**src/rtl/block_reduce_pkg.sv**
```systemverilog
// Shared encodings for the block reduction engine: reduction modes and FSM states.
package block_reduce_pkg;

    typedef logic [1:0] mode_t;
    typedef logic [1:0] state_t;

    localparam mode_t MODE_SUM = 2'b00;
    localparam mode_t MODE_MAX = 2'b01;
    localparam mode_t MODE_MIN = 2'b10;
    localparam mode_t MODE_XOR = 2'b11;

    // A finished run parks in StIdle with Ready held high.
    localparam state_t StIdle  = 2'd0;
    localparam state_t StRead  = 2'd1;
    localparam state_t StDrain = 2'd2;
    localparam state_t StWrite = 2'd3;

endpackage

```
**src/rtl/reduce_alu.sv**
```systemverilog
// Combinational reduction step: result = op(acc, din); carry only meaningful for sum.
module reduce_alu
    import block_reduce_pkg::*;
#(
    parameter int unsigned DATA_W = 16
) (
    input  logic [DATA_W-1:0] acc_i,
    input  logic [DATA_W-1:0] din_i,
    input  mode_t             mode_i,
    output logic [DATA_W-1:0] result_o,
    output logic              carry_o
);

    logic [DATA_W:0] sum;

    assign sum = {1'b0, acc_i} + {1'b0, din_i};

    always_comb begin
        result_o = sum[DATA_W-1:0];
        carry_o  = 1'b0;
        case (mode_i)
            MODE_SUM: begin
                result_o = sum[DATA_W-1:0];
                carry_o  = sum[DATA_W];
            end
            MODE_MAX: result_o = (din_i > acc_i) ? din_i : acc_i;
            MODE_MIN: result_o = (din_i < acc_i) ? din_i : acc_i;
            default:  result_o = acc_i ^ din_i;
        endcase
    end

endmodule

```
**src/rtl/block_reduce_engine.sv**
```systemverilog
// Walks NUM_BLOCKS blocks in SRAM, reduces the first BLOCK_LEN-1 words of each block
// and writes the result into the block's last word. All outputs are registered.
module block_reduce_engine
    import block_reduce_pkg::*;
#(
    parameter int unsigned DATA_W     = 16,
    parameter int unsigned ADDR_W     = 5,
    parameter int unsigned BLOCK_LEN  = 8,
    parameter int unsigned NUM_BLOCKS = 4,
    parameter int unsigned BASE_ADDR  = 0
) (
    input  logic              Clock,
    input  logic              Reset,
    input  logic              Start,
    input  logic [1:0]        Mode,
    output logic              Busy,
    output logic              Ready,
    output logic              Overflow,
    output logic [ADDR_W-1:0] Address,
    output logic              ReadEnable,
    output logic              WriteEnable,
    output logic [DATA_W-1:0] DataIN,
    input  logic [DATA_W-1:0] DataOut
);

    localparam int unsigned WidxW = (BLOCK_LEN > 2) ? $clog2(BLOCK_LEN - 1) : 1;
    localparam int unsigned BlkW  = (NUM_BLOCKS > 1) ? $clog2(NUM_BLOCKS) : 1;

    state_t            state_q, state_d;
    mode_t             mode_q, mode_d;
    logic [BlkW-1:0]   blk_q, blk_d;
    logic [WidxW-1:0]  widx_q, widx_d;
    logic [ADDR_W-1:0] base_q, base_d;
    logic [ADDR_W-1:0] addr_q, addr_d;
    logic              re_q, re_d;
    logic              we_q, we_d;
    logic [DATA_W-1:0] din_q, din_d;
    logic              busy_q, busy_d;
    logic              ready_q, ready_d;
    logic              ovf_q, ovf_d;
    logic [DATA_W-1:0] acc_q, acc_d;
    logic              rvalid_q, rvalid_d;
    logic              rfirst_q, rfirst_d;

    logic [DATA_W-1:0] alu_result;
    logic              alu_carry;
    logic [DATA_W-1:0] acc_next;

    reduce_alu #(
        .DATA_W (DATA_W)
    ) u_alu (
        .acc_i    (acc_q),
        .din_i    (DataOut),
        .mode_i   (mode_q),
        .result_o (alu_result),
        .carry_o  (alu_carry)
    );

    // The first word of a block replaces the accumulator rather than combining with it.
    assign acc_next = rfirst_q ? DataOut : alu_result;

    always_comb begin
        state_d  = state_q;
        mode_d   = mode_q;
        blk_d    = blk_q;
        widx_d   = widx_q;
        base_d   = base_q;
        addr_d   = addr_q;
        re_d     = re_q;
        we_d     = 1'b0;
        din_d    = din_q;
        busy_d   = busy_q;
        ready_d  = ready_q;
        ovf_d    = ovf_q;
        acc_d    = acc_q;
        rvalid_d = re_q;
        rfirst_d = re_q && (widx_q == '0);

        if (rvalid_q) begin
            acc_d = acc_next;
            if (!rfirst_q && (mode_q == MODE_SUM) && alu_carry) begin
                ovf_d = 1'b1;
            end
        end

        case (state_q)
            StIdle: begin
                if (Start) begin
                    mode_d  = Mode;
                    ovf_d   = 1'b0;
                    ready_d = 1'b0;
                    busy_d  = 1'b1;
                    blk_d   = '0;
                    widx_d  = '0;
                    base_d  = ADDR_W'(BASE_ADDR);
                    addr_d  = ADDR_W'(BASE_ADDR);
                    re_d    = 1'b1;
                    state_d = StRead;
                end
            end
            StRead: begin
                if (widx_q == WidxW'(BLOCK_LEN - 2)) begin
                    re_d    = 1'b0;
                    state_d = StDrain;
                end else begin
                    widx_d = widx_q + 1'b1;
                    addr_d = addr_q + 1'b1;
                end
            end
            StDrain: begin
                we_d    = 1'b1;
                addr_d  = base_q + ADDR_W'(BLOCK_LEN - 1);
                din_d   = acc_next;
                state_d = StWrite;
            end
            StWrite: begin
                if (blk_q == BlkW'(NUM_BLOCKS - 1)) begin
                    busy_d  = 1'b0;
                    ready_d = 1'b1;
                    state_d = StIdle;
                end else begin
                    blk_d   = blk_q + 1'b1;
                    base_d  = base_q + ADDR_W'(BLOCK_LEN);
                    addr_d  = base_q + ADDR_W'(BLOCK_LEN);
                    widx_d  = '0;
                    re_d    = 1'b1;
                    state_d = StRead;
                end
            end
            default: state_d = StIdle;
        endcase
    end

    always_ff @(posedge Clock or posedge Reset) begin
        if (Reset) begin
            state_q  <= StIdle;
            mode_q   <= MODE_SUM;
            blk_q    <= '0;
            widx_q   <= '0;
            base_q   <= '0;
            addr_q   <= '0;
            re_q     <= 1'b0;
            we_q     <= 1'b0;
            din_q    <= '0;
            busy_q   <= 1'b0;
            ready_q  <= 1'b0;
            ovf_q    <= 1'b0;
            acc_q    <= '0;
            rvalid_q <= 1'b0;
            rfirst_q <= 1'b0;
        end else begin
            state_q  <= state_d;
            mode_q   <= mode_d;
            blk_q    <= blk_d;
            widx_q   <= widx_d;
            base_q   <= base_d;
            addr_q   <= addr_d;
            re_q     <= re_d;
            we_q     <= we_d;
            din_q    <= din_d;
            busy_q   <= busy_d;
            ready_q  <= ready_d;
            ovf_q    <= ovf_d;
            acc_q    <= acc_d;
            rvalid_q <= rvalid_d;
            rfirst_q <= rfirst_d;
        end
    end

    assign Busy        = busy_q;
    assign Ready       = ready_q;
    assign Overflow    = ovf_q;
    assign Address     = addr_q;
    assign ReadEnable  = re_q;
    assign WriteEnable = we_q;
    assign DataIN      = din_q;

endmodule

```
**config.mk**
```make
export PLATFORM = sky130hd
export DESIGN_NAME = block_reduce_engine
export DESIGN_NICKNAME = d
export VERILOG_FILES = /design/src/rtl/block_reduce_pkg.sv /design/src/rtl/reduce_alu.sv /design/src/rtl/block_reduce_engine.sv
export SDC_FILE = /design/constraint.sdc
export NUM_CORES = 1
export LEC_CHECK = 0
export CELL_PAD_IN_SITES_DETAIL_PLACEMENT = 2
export CELL_PAD_IN_SITES_GLOBAL_PLACEMENT = 2
export CORE_AREA = 5 5 105 146
export CTS_CLUSTER_DIAMETER = 120
export DETAILED_ROUTE_END_ITERATION = 8
export DIE_AREA = 0 0 110 151
export PLACE_DENSITY_LB_ADDON = 0.1
export SYNTH_ARGS = -nofsm -noshare
export SYNTH_HDL_FRONTEND = slang
export SYNTH_SLANG_ARGS = --single-unit
```
**constraint.sdc**
```tcl
create_clock -name Clock -period 3.6 [get_ports Clock]
set_input_delay 0.9 -clock Clock [delete_from_list [all_inputs] [get_ports Clock]]
set_output_delay 0.9 -clock Clock [all_outputs]
set_load 0.05 [all_outputs]
```
==> flow_metrics.env <==
export IMPL_multi_input_area_mm2=0.00333
export IMPL_fill_cells=1563
export IMPL_crit_end="acc_q[0]$_DFFE_PP0P_"
export IMPL_startpoint_type="primary input"
export IMPL_required_ps=3750
export IMPL_use_met1_pct=27.8
export IMPL_fin_setup_tns_ps=-11.4
export IMPL_cts_tree="done"
export IMPL_ys_types=67
export IMPL_status="finished with violations"
export IMPL_rrSetupSlack_ps=170
export IMPL_dp_hpwl_um=15000
export IMPL_nNetsFinal=767
export IMPL_coreArea_mm2=0.0138
export IMPL_pin_count=47
export IMPL_post_synth_cell_area_avg_um2=8.30
export IMPL_ys_seq_area_share_pct=28.9
export IMPL_placed_cells_incl_taps=867
export IMPL_cts_root_buffer="clkbuf_16"
export IMPL_synthCells=573
export IMPL_drt_pass1_iterations=4
export IMPL_worstReg2RegStart="acc_q[14]$_DFFE_PP0P_"
export IMPL_fmax_mhz=277
export IMPL_path_class="primary input to flop"
export IMPL_critPathMaxFanout=6
export IMPL_rows=51
export IMPL_cts_buffers_inserted=5
export IMPL_grt_start_max_net_pins=26
export IMPL_syn_nets=637
export IMPL_power_leakage_nw=2.99
export IMPL_fin_cells=889
export IMPL_yosysWarningCount=0
export IMPL_route_detailed_drc=0
export IMPL_hold_class="flop to flop"
export IMPL_die_height_um=151
export IMPL_slew_headroom_pct=15.8
export IMPL_ir_worst_vdd_mv=0.369
export IMPL_vias=5142
export IMPL_total_power_mw=7.37
export IMPL_finalHoldViolations=0
export IMPL_p_per_area_mw_per_mm2=1120
export IMPL_grt_pass1_wl_um=31900
export IMPL_clockBufferDepth=2
export IMPL_violations="negative setup slack"
export IMPL_grt_met3_usage_pct=2.77
export IMPL_drtIter0Drc=193
export IMPL_die_area_mm2=0.0166
export IMPL_r2r_cells=14
export IMPL_min_period_ps=3610
export IMPL_rr_endpoint="acc_q[0]$_DFFE_PP0P_"
export IMPL_area_delta_synth_final_pct=38.5
export IMPL_io_buffers=46
export IMPL_setup_viol=1
export IMPL_synth_edf_count=0
export IMPL_clock_sinks=55
export IMPL_synth_cell_area_mm2=0.00475
export IMPL_setup_slack_ps=-11.4
export IMPL_place_gp_congestion=0.854
export IMPL_grt_antenna_before_repair=0
export IMPL_wl_per_cell_um=24.5
export IMPL_worst_pin_slew_ps=1260
export IMPL_synth_flop_cell="dfrtp_1"
export IMPL_ant_nets=0
export IMPL_wl_um=21800
export IMPL_slew_viol_final=0
export IMPL_fp_dieW_um=110
export IMPL_grt_busiest_layer="met2"
export IMPL_cts_hold_buffers=0
export IMPL_cts_htree_levels=2
export IMPL_clock_latency_ps=310
export IMPL_grt_pass1_vias=5771
export IMPL_start_util_pct=34.3
export IMPL_clkTransAtPathRegs_ps=80
export IMPL_layout_drive_gt1_share_pct=26.4
export IMPL_crit_path_end_kind="flop"
export IMPL_track_usage_pct=25.1
export IMPL_ys_async_sr_fraction_pct=100
export IMPL_diodes=0
export IMPL_synth_seq_cells=55
export IMPL_grt_overflow=0
export IMPL_startpoint="DataOut[11]"
export IMPL_finalClockSkew_ps=3.81
export IMPL_whs_ps=444
export IMPL_maxCapViolCount=0
export IMPL_cp_arrival_ps=3770
export IMPL_use_met2_pct=47.2
export IMPL_finalCritPeriodShare_pct=100
export IMPL_grt_setup_unrepaired="true"
export IMPL_seq_area_mm2=0.00138
export IMPL_viasPerCell=5.78
cell families after synthesis:
kind of cell	synth area share, %
AOI/OAI and AO/OA	26.6
xor gates and xnor gates	2.03
adders and majority gates	11.5
buffers and inverters	7.08
DFF	28.9
muxes	7.50
and+or+nand+nor	16.4
final cells by class:
cell class                      count  share of cell area (%)
Sequential cell                    55                    20.9
Tap cell                          185                    3.52
Clock buffer                        5                    1.90
Multi-Input combinational cell    434                    50.6
Clock inverter                      3                   0.437
Inverter                           51                    2.91
Timing Repair Buffer              156                    19.8
through the flow:
step           utilization, %  area (um^2)  setup WS (ps)
6_report                 47.5         6580          -11.4
5_1_grt                  47.5         6580          -96.8
3_5_place_dp             43.7         6050           -703
3_3_place_gp             43.7         6050           -655
4_1_cts                  46.0         6370           2.39
2_1_floorplan               -         4760           36.7
layout by cell type, fill, tap and decap left out, types with 11 or more instances in the layout:
cell type / count
nor2_1: 32
nand3_1: 13
clkdlybuf4s50_1: 32
dfrtp_1: 55
o21ai_0: 26
ha_1: 27
nand2_1: 53
nor3_1: 11
mux2i_1: 21
a21oi_1: 44
buf_4: 106
o211ai_1: 13
inv_1: 48
nand2b_1: 11
o22ai_1: 11
timing repair:
action / in CTS / in global routing
endpoints found under the setup margin: 33 / 31
pin swaps: 14 / 23
cloned: 1 / 0
gates resized for setup: 28 / 46
setup buffers: 4 / 9
synth_stat cells, types with 4 or more instances:
cell	number	area, um^2
a31oi_1	11	68.8
nand3_1	13	65.1
ha_1	42	526
nor3_1	12	60.1
a221o_1	4	40.0
buf_2	5	25.0
mux2_2	11	124
nand2_1	54	203
clkbuf_1	26	97.6
o22ai_1	11	68.8
dfrtp_1	55	1380
a21oi_1	47	235
o31ai_1	9	67.6
xnor2_1	8	70.1
o21ai_0	27	135
a21o_1	8	60.1
nor2b_1	10	62.6
nand4_1	6	37.5
mux2i_1	21	210
nand2b_1	11	68.8
a22o_1	5	43.8
inv_1	50	188
nor2_1	32	120
and3_1	6	37.5
o211ai_1	13	97.6
flip-flops by register name, summed over array words and instances, names as in the netlist, 2 cells and up:
register	flops
mode_q	2
widx_q	3
DataIN	16
state_q	2
blk_q	2
base_q	2
acc_q	16
Address	5
how the worst min path moves through the flow:
stage	startpoint	to	slack, ps	cells after the start
floorplan	blk_q[1]$_DFFE_PP0P_	blk_q[1]$_DFFE_PP0P_	500	1
global placement	ReadEnable$_DFFE_PP0P_	rvalid_q$_DFF_PP0_	420	0
detailed placement	ReadEnable$_DFFE_PP0P_	rvalid_q$_DFF_PP0_	430	0
CTS	ReadEnable$_DFFE_PP0P_	rvalid_q$_DFF_PP0_	450	0
global route	ReadEnable$_DFFE_PP0P_	rvalid_q$_DFF_PP0_	470	0
finish	ReadEnable$_DFFE_PP0P_	rvalid_q$_DFF_PP0_	440	0
worst max-delay path, stage by stage:
cell             delay, ps
clkdlybuf4s15_1        260
ha_4                   330
nand2_2                 70
or4_4                  530
buf_4                  170
o211ai_4               260
nor3_4                 100
buf_12                 150
buf_4                  130
buf_4                  150
mux2i_1                110
a21o_1                 200
o21ai_1                270
mux2i_1                120
report_power, final:
part / total [mW] / switching [mW] / internal (mW)
logic: 5.55 / 3.22 / 2.32
registers: 1.27 / 0.360 / 0.911
clock network: 0.551 / 0.284 / 0.267
routing by layer:
layer / routed length (um) / share of wire, %
met1: 8250 / 38
met2: 11900 / 55
met3: 732 / 3.4
met4: 884 / 4.1
met5: 0 / 0
Note: power is estimated with default switching activity, not from simulation.
